===== src/rtl/uart_pkg.sv =====
// Shared UART constants and the elaboration-time divisor helper.
package uart_pkg;

    localparam int UART_INT_W_DEF   = 16;
    localparam int UART_FRAC_W_DEF  = 8;
    localparam int UART_DIV_MIN_INT = 2;

    // Rounded clk cycles per os_tick, fixed point with frac_w fractional bits.
    function automatic logic [63:0] calc_div_def(input logic [63:0] clk_hz,
                                                 input logic [63:0] baud,
                                                 input logic [63:0] oversample,
                                                 input int          frac_w);
        logic [63:0] den;
        den = baud * oversample;
        return ((clk_hz << frac_w) + (den >> 1)) / den;
    endfunction

endpackage


===== src/rtl/uart_baud_gen_frac.sv =====
// Fractional-N UART baud generator: os_tick every div_active/2^FRAC_W clocks
// on average, bit_tick every OVERSAMPLE os_ticks, glitch-free divisor updates.
module uart_baud_gen_frac
    import uart_pkg::*;
#(
    parameter int CLK_FREQ_HZ = 50000000,
    parameter int BAUD_DEF    = 115200,
    parameter int OVERSAMPLE  = 16,
    parameter int FRAC_W      = UART_FRAC_W_DEF,
    parameter int INT_W       = UART_INT_W_DEF
) (
    input  logic                    clk,
    input  logic                    rst,
    input  logic                    en,
    input  logic                    resync,
    input  logic                    cfg_wr,
    input  logic [INT_W+FRAC_W-1:0] cfg_div,
    output logic                    cfg_busy,
    output logic                    cfg_err,
    output logic                    os_tick,
    output logic                    bit_tick,
    output logic [INT_W+FRAC_W-1:0] div_active
);

    localparam int DIV_W = INT_W + FRAC_W;
    localparam int OS_W  = $clog2(OVERSAMPLE);
    localparam logic [DIV_W-1:0] DIV_DEF = DIV_W'(calc_div_def(64'(CLK_FREQ_HZ), 64'(BAUD_DEF),
                                                               64'(OVERSAMPLE), FRAC_W));
    localparam logic [OS_W-1:0]  OS_LAST = OS_W'(OVERSAMPLE - 1);
    localparam logic [OS_W-1:0]  OS_HALF = OS_W'(OVERSAMPLE / 2);
    localparam logic [INT_W-1:0] MIN_INT = INT_W'(UART_DIV_MIN_INT);

    logic [INT_W-1:0]  cnt_q, cnt_d;
    logic [FRAC_W-1:0] acc_q, acc_d;
    logic [OS_W-1:0]   os_cnt_q, os_cnt_d;
    logic [DIV_W-1:0]  div_q, div_d;
    logic [DIV_W-1:0]  shadow_q, shadow_d;
    logic              busy_q, busy_d;
    logic              err_q, err_d;
    logic              os_tick_q, os_tick_d;
    logic              bit_tick_q, bit_tick_d;

    logic [INT_W-1:0]  div_int;
    logic [FRAC_W-1:0] div_frac;
    logic [FRAC_W-1:0] acc_base;
    logic [FRAC_W:0]   acc_sum;
    logic [INT_W-1:0]  per_last;
    logic              start;
    logic              xfer;
    logic              wr_ok;

    assign div_int  = div_q[DIV_W-1:FRAC_W];
    assign div_frac = div_q[FRAC_W-1:0];

    // cnt_q == 0 marks the cycle that loads a new period; resync forces that
    // cycle with a cleared accumulator, which also swallows a pending tick.
    assign start    = resync || (cnt_q == '0);
    assign acc_base = resync ? {FRAC_W{1'b0}} : acc_q;
    assign acc_sum  = {1'b0, acc_base} + {1'b0, div_frac};
    assign per_last = div_int - INT_W'(1) + INT_W'(acc_sum[FRAC_W]);

    always_comb begin
        cnt_d      = cnt_q;
        acc_d      = acc_q;
        os_cnt_d   = os_cnt_q;
        os_tick_d  = 1'b0;
        bit_tick_d = 1'b0;
        if (!en) begin
            cnt_d    = '0;
            acc_d    = '0;
            os_cnt_d = '0;
        end else if (start) begin
            cnt_d = per_last;
            acc_d = acc_sum[FRAC_W-1:0];
            if (resync) begin
                os_cnt_d = OS_HALF;
            end
        end else begin
            cnt_d = cnt_q - INT_W'(1);
            if (cnt_q == INT_W'(1)) begin
                os_tick_d  = 1'b1;
                bit_tick_d = (os_cnt_q == OS_LAST);
                os_cnt_d   = (os_cnt_q == OS_LAST) ? '0 : os_cnt_q + OS_W'(1);
            end
        end
    end

    // Config handshake: cfg_wr is a one-cycle strobe that is never stalled.
    // An accepted value sits in the shadow with cfg_busy=1 until the next
    // period boundary (or the next cycle while disabled); a rejected value
    // leaves shadow and cfg_busy alone and pulses cfg_err.
    always_comb begin
        wr_ok    = cfg_wr && (cfg_div[DIV_W-1:FRAC_W] >= MIN_INT);
        xfer     = busy_q && (os_tick_d || !en);
        div_d    = xfer ? shadow_q : div_q;
        shadow_d = wr_ok ? cfg_div : shadow_q;
        busy_d   = wr_ok ? 1'b1 : (xfer ? 1'b0 : busy_q);
        err_d    = cfg_wr && !wr_ok;
    end

    always_ff @(posedge clk) begin
        if (rst) begin
            cnt_q      <= '0;
            acc_q      <= '0;
            os_cnt_q   <= '0;
            div_q      <= DIV_DEF;
            shadow_q   <= DIV_DEF;
            busy_q     <= 1'b0;
            err_q      <= 1'b0;
            os_tick_q  <= 1'b0;
            bit_tick_q <= 1'b0;
        end else begin
            cnt_q      <= cnt_d;
            acc_q      <= acc_d;
            os_cnt_q   <= os_cnt_d;
            div_q      <= div_d;
            shadow_q   <= shadow_d;
            busy_q     <= busy_d;
            err_q      <= err_d;
            os_tick_q  <= os_tick_d;
            bit_tick_q <= bit_tick_d;
        end
    end

    assign os_tick    = os_tick_q;
    assign bit_tick   = bit_tick_q;
    assign cfg_busy   = busy_q;
    assign cfg_err    = err_q;
    assign div_active = div_q;

endmodule


===== config.mk =====
export PLATFORM = sky130hd
export DESIGN_NAME = uart_baud_gen_frac
export DESIGN_NICKNAME = d
export VERILOG_FILES = /design/src/rtl/uart_pkg.sv /design/src/rtl/uart_baud_gen_frac.sv
export SDC_FILE = /design/constraint.sdc
export NUM_CORES = 1
export LEC_CHECK = 0
export ABC_AREA = 1
export CAP_MARGIN = 20
export CORE_ASPECT_RATIO = 2
export CORE_MARGIN = 2
export CORE_UTILIZATION = 30
export CTS_BUF_LIST = sky130_fd_sc_hd__clkbuf_4 sky130_fd_sc_hd__clkbuf_8 sky130_fd_sc_hd__clkbuf_16
export CTS_CLUSTER_DIAMETER = 150
export DETAILED_ROUTE_END_ITERATION = 10
export PLACE_DENSITY = 0.57
export REMOVE_ABC_BUFFERS = 1
export SYNTH_ARGS = -nofsm -noshare
export SYNTH_HDL_FRONTEND = slang
export SYNTH_SLANG_ARGS = --single-unit

===== constraint.sdc =====
create_clock -name clk -period 4.1 [get_ports clk]
set_input_delay 0.82 -clock clk [delete_from_list [all_inputs] [get_ports clk]]
set_output_delay 0.82 -clock clk [all_outputs]
set_load 0.02 [all_outputs]

# == Word level (Yosys, flattened, before mapping) ==
# Index checks and enable logic that the tools add are counted.
# classes
addsub,5
eq_ne,3
n_mux,11
order_cmp,1
bitwise_logic,2
n_reduce_logical,13
# op_table
operator,count
subtractor 16 x 1 -> 16 bit (second input constant),2
adder 16 x 1 -> 16 bit,1
== test 16 x 1 -> 1 bit (second input constant),1
greater-or-equal comparator 16 x 2 -> 1 bit (second input constant),1
logical NOT 16 bit,1
two-way mux 16 bit,1
two-way mux 4 bit,4
adder 8 x 8 -> 9 bit,1
two-way mux 8 bit,1
two-way mux 1 bit,5
adder 4 x 1 -> 4 bit (second input constant),1
== test 4 bit (second input constant),1
nonzero test 2 bit,2
OR reduction 4 bit,1
logical AND 1 bit,3
logical NOT 1 bit,2
logical OR 1 bit,2
!= test 2 bit (second input constant),1
NOT 1 bit,2
AND reduction 2 bit,1
OR reduction 2 bit,1
# totals
out_inout_bits,28
regBits,80
wordCells,44
inputBits,29

# == Depth between registers and ports, before layout ==
# logic_depth
depth_word,8
mapped_depth,20
depth_no_buf,20

# == Least setup slack after synthesis ==
# OpenSTA, ideal clock, no wires.
# synth_path
path_kind,input-to-reg
start,in resync
end,reg cnt_q[14]
arrival_time_ps,3312
cell_stages,19
n_path_buf,1
t_required_ps,3987
setup_ps,113
setup_slack_ps,675
path_cell_list,clkbuf_1 > nor2_1 > ha_1 > fa_1 > nand3_1 > nand2_1 > a21oi_1 > or2_2 > nand2_1 > a21oi_1 > ha_1 > ha_1 > nand2_1 > nor3_1 > nand2_1 > xor2_1 > nand2_1 > nand2_1 > nor2_1
# synth_via
elab_chain_len,4
elab_cells_between_ends,5
classes_between,add/sub (2); mux (2); reduce/logical (1)
# synth_lines
item,line,source
from (decl),uart_baud_gen_frac.sv:15,"input logic resync,"
two-way mux 8 bit,uart_baud_gen_frac.sv:58,assign acc_base = resync ? {FRAC_W{1'b0}} : acc_q;
adder 8 x 8 -> 9 bit,uart_baud_gen_frac.sv:59,"assign acc_sum = {1'b0, acc_base} + {1'b0, div_frac};"
adder 16 x 1 -> 16 bit,uart_baud_gen_frac.sv:60,assign per_last = div_int - INT_W'(1) + INT_W'(acc_sum[FRAC_W]);
two-way mux 16 bit *,uart_baud_gen_frac.sv:72,end else if (start) begin
to (signal assigned),uart_baud_gen_frac.sv:113,cnt_q <= cnt_d;
to (decl),uart_baud_gen_frac.sv:33,"logic [INT_W-1:0] cnt_q, cnt_d;"
# Mark *: on every way between the ends. The rest lies on a longest branch, timed or not.
# A chain may end at the register's enable or synchronous reset.

# == Final worst setup path ==
# Same ends and word-level chain as after synthesis.

==> impl_metrics.ini <==
[clock_tree]
clkTransAtPathRegs_ns = 0.06
cts.sink_count = 80
clock_latency_ns = 0.34
cts_setup_buffers = 0
cts.htree.levels = 3
numCtsBuffers = 9
cts_root_buffer = clkbuf_16
clockBufferDepth = 2
hold_buffers = 0
cts-resized-gates = 0
tritoncts = yes

[timing]
slew_headroom_pct = 62.68
setup_viol = 0
worstMarginPinSlew_ns = 0.5578
tns_ns = 0
fin_worst_skew_ns = 0.006952
max_freq_mhz = 276.7
hold_viol_final = 0
setup_ws_ns = 0.4857
period_share_pct = 88.15
maxSlewViolCount = 0
finalCriticalPeriod_ns = 3.614
grt_setup_unrepaired = false

[synthesis]
synth.distinct_cells = 31
ys_seq_area_share_pct = 38.57
syn_avg_cell_area_um2 = 7.039
synth-seq-cells = 80
yosys_warnings = 0
syn_area_um2 = 4153
syn_inst = 590

[grt]
track_usage_pct = 14.34
antenna_found_initial = 0
grt_max_degree = 50
use_met3_pct = 2.861
gr-usage-met2_pct = 26.45
met1_usage_pct = 14.79
grt_first_pass_wirelength_um = 16950
grt-busiest-layer = met2
overflow = 0
grt_pass1_vias = 3726

[cells_and_area]
diodes = 0
drive_gt1_share_pct = 7.956
final_util_pct = 37.67
nets = 679
fin_area_um2 = 5090
syn_to_final_growth_pct = 22.57
fin_cells = 796

[setup_path]
worstPathCellList = clkdlybuf4s50_1, nor2_1, ha_1, fa_1, nand3_1, nand2_1, a21oi_1, or2_2, nand2_1, a21oi_1, ha_1, ha_1, nand2_1, nor3_1, nand2_1, xor2_1, nand2_1, nand2_1, nor2_1
cpLargestDelayFamily = simple AND/OR/NAND/NOR gates
cp_slowest_stage_delay_ns = 0.50
path_class = primary input to register
start_kind = primary input
critical_path.endpoint_type = register
crit_arrival_ns = 3.84
path_buf_inv = 1
path_max_fanout = 3
required_ns = 4.33
cp_common_cell = nand2_1
cpMaxStageDelayCell = clkdlybuf4s50_1
ff2ff_setup_slack_ns = 1.11

[routing]
antenna_left = 0
wirelength_um = 9944
wl_per_cell_um = 12.49
viasPerCell = 4.697
drt_iter0_drc = 137
dr.pass1.iters = 5
drc = 0
vias = 3739

[min_path]
hp-class = register to register

[floorplan]
coreArea_um2 = 13510
ios = 57
die_h_um = 170.4
num_rows = 60
start_util_pct = 30.73
dieWidth_um = 87.20
die_area_um2 = 14860

[placement]
placed_area_um2 = 4806
post-place-ws_ns = 0.1152
port_buffers = 56
dp_hpwl_um = 7567
gp_congestion = 0.8478
post-place-cells = 780

[pwr]
sw_frac_of_total_pct = 30.50
peakVddDrop_v = 0.0002508
comb_power_share_pct = 20.6
pwr_density_cell_nw_per_um2 = 400.8
clkPwrFrac_pct = 36.9
power_switching_w = 0.0006223
leakagePower_nw = 2.225
internal_power_w = 0.001418
power_frac_seq_pct = 42.5

[status]
status = finished clean

[run]
maxCapViolCount = 0
==> layer usage <==
metal  up-vias  part of all wire (%)
met2        56                    54
met1      1672                    40
li1       1994                     -
met4         0                   3.6
met5         -                     0
met3        17                   2.8
==> path summary, 6_finish.rpt <==
kind / end / from / cells past startpoint
setup reg to reg: cnt_q[14] / acc_q[0] / 19
hold reg to reg: shadow_q[20] / shadow_q[20] / 2
hold / removal: shadow_q[20] / shadow_q[20] / 2
setup / recovery: cnt_q[14] / resync / 19
==> logic make-up after synthesis <==
group                      share of synthesized area (%)
xor gates and xnor gates                           3.796
adders and majority gates                          4.399
DFF                                                38.57
buffers and inverters                              8.798
and+or+nand+nor                                    31.15
AOI/OAI and AO/OA                                  13.29
==> state kept, by name, indices dropped and copies added (netlist names), 4 cells and up <==
name,cells
div_active,24
shadow_q,24
cnt_q,16
acc_q,8
os_cnt_q,4
==> final cells by class <==
class / instances / area, um^2
clock inverters: 6 / 45.04
multi-input cells: 424 / 2186
flip-flops and latches: 80 / 1603
well taps: 155 / 193.9
fillers: 1456 / 8423
clock buffers: 10 / 239.0
inverters: 60 / 225.2
repair buffers: 61 / 598.1
==> placed cells by master (no fill, tap or decap), types with 2 or more instances in the layout <==
cell type	instances
nand2_1	116
nor2_1	85
dfxtp_1	79
a21oi_1	61
inv_1	58
clkdlybuf4s50_1	56
nand3_1	46
o21ai_0	43
ha_1	13
xor2_1	11
nand3_2	10
clkbuf_16	9
nor3_1	7
xnor2_1	7
buf_4	5
nor2_4	4
nand2_2	4
or2_2	3
clkinvlp_4	3
inv_2	2
a211oi_2	2
nor2_2	2
nand4_1	2
nand3b_1	2
clkinv_4	2
==> power groups by stage <==
stage                     Combinational [W]  Clock [W]  Sequential, W
final                              0.000421   0.000752       0.000867
after global routing               0.000478   0.000798       0.000873
after CTS                          0.000425   0.000770       0.000867
after detailed placement           0.000422          0       0.000884
after global placement             0.000418          0       0.000884
after floorplan                    0.000264          0       0.000897
==> synthesized netlist by cell type, drive strengths merged <==
master    n  area (um^2)
or2       3        18.77
nand2   121        471.7
nand3b    2        15.01
nand4     3        33.78
a21oi    61        305.3
dfxtp    80         1602
inv      60        225.2
nor3      7        35.03
fa        1        20.02
nor2     91        376.6
ha       13        162.7
a31oi     1        6.260
o21ai    43        215.2
a211oi    2        25.02
xor2     11        96.34
nand3    56        330.3
and2      1        6.260
xnor2     7        61.31
buf      11        83.82
and3      1        6.260
clkbuf   15        56.30
==> worst reg2reg max path, cell delays in order (launching register included) <==
cell	delay, ns
dfxtp_1	0.30
inv_1	0.08
nor2_1	0.05
ha_1	0.21
fa_1	0.41
nand3_1	0.09
nand2_1	0.09
a21oi_1	0.18
or2_2	0.15
nand2_1	0.04
a21oi_1	0.12
ha_1	0.18
ha_1	0.18
nand2_1	0.09
nor3_1	0.29
nand2_1	0.10
xor2_1	0.14
nand2_1	0.06
nand2_1	0.07
nor2_1	0.05
==> stage by stage <==
step	hold slack, ns	power, W
6_report	0.4577	0.002040
5_1_grt	0.4767	0.002150
4_1_cts	0.4582	0.002062
3_5_place_dp	0.4494	0.001306
3_3_place_gp	0.4405	0.001302
2_1_floorplan	0.4321	0.001162
(Power assumes the default switching activity.)
==> patch: new RTL, config.mk and constraints unchanged <==
The parameter `OVERSAMPLE` goes from 16 to 32.
--- a/src/rtl/uart_baud_gen_frac.sv
+++ b/src/rtl/uart_baud_gen_frac.sv
@@ -5,7 +5,7 @@
 #(
     parameter int CLK_FREQ_HZ = 50000000,
     parameter int BAUD_DEF    = 115200,
-    parameter int OVERSAMPLE  = 16,
+    parameter int OVERSAMPLE  = 32,
     parameter int FRAC_W      = UART_FRAC_W_DEF,
     parameter int INT_W       = UART_INT_W_DEF
 ) (
Behaviour: not the same (a bounded check fails within 4 cycles, from zero or initial values and one cycle with rst high).
==> patch against the unedited design <==
Final cell count rose by 4.5%. Sequential share of layout area fell by 0.64 points. Via count up 0.19%. Global-route usage decreased by 1.2 points. Power increased by 8.3%. Synthesized area is 3.5% higher. Cell area rose by 3.3%. Setup slack got worse by 0.027 ns. Non-clock buffer count shrank 2. Sequential cell count increased by 1. Routed wire length decreased by 3.7%. Core utilization is essentially flat. Largest power group unchanged. Highest routed layer unchanged.
==> patch: results (changes against the unedited design) <==
[metrics] met1 WL: 3793 um (-3.8%)
[metrics] multi-input gate share of total cell area: 42.86% (-0.081 points)
[metrics] total placed cells including tap cells: 816 (+4.6%)
[metrics] dpl ws: 0.07074 ns (-0.04441 ns)
[metrics] aggregate routed wire length: 9576 um (-3.7%)
[metrics] Sequential Power Share: 39.9% (-2.6 points)
[metrics] met1 routing resource usage after global routing: 14.62% (-0.18 points)
[metrics] Reg area: 0.001623 mm2 (+1.2%)
[metrics] cell-internal power: 1.558 mW (+9.9%)
[metrics] nets@finish: 682 (+0.44%)
[metrics] clk_skew: 0.009669 ns (+0.002717 ns)
[metrics] vias in the first global route: 3558 (-4.5%)
[metrics] vias after detailed routing: 3746 (+0.19%)
[metrics] worst hold margin: 0.4519 ns (-0.005880 ns)
[metrics] number of non-clock inverters in the layout: 62 (+3.3%)
[metrics] wire length of the first global-routing pass: 16190 um (-4.5%)
[metrics] pin count of the biggest net entering global routing: 49 (-2.0%)
[metrics] final worst path period share: 88.82% (+0.67 points)
[metrics] status: complete, no violations
[metrics] arrival time reported for the critical path endpoint: 3.87 ns (+0.03 ns)
[metrics] Yosys reg bits: 81 (+1.3%)
[metrics] power density cells: 419.9 mW/mm2 (+4.8%)
[metrics] number of inserted filler cells in the final layout: 1436 (-1.4%)
[metrics] HPWL after DPL: 7385 um (-2.4%)
[metrics] Peak VDD IR: 0.1996 mV (-20%)
[patch: cell types whose count changed after synthesis, sizes merged, moves of 3 or more]
cell    before  now
nor2        91   94
xnor2        7   11
clkbuf      15    6
nand2      121  118
nand3       56   52
buf         11   19
[patch: logic make-up (layout without fill, tap and decap cells)]
logic type	count (synthesis)	after routing	share of synthesized area (%)
DFF	81	81	37.73
AOI/OAI and AO/OA	108	108	13.36
xor gates and xnor gates	22	22	4.483
buffers and inverters	87	137	9.811
adders and majority gates	15	15	4.542
and+or+nand+nor	280	280	30.07
[patch: worst paths after layout]
| kind | depth (start not counted) | endpoint | startpoint |
|---|---|---|---|
| worst min-delay path | 2 | shadow_q[22] | shadow_q[22] |
| worst min register to register | 2 | shadow_q[22] | shadow_q[22] |
| worst max-delay path | 21 | cnt_q[14] | resync |
| worst max register to register | 21 | cnt_q[14] | acc_q[0] |
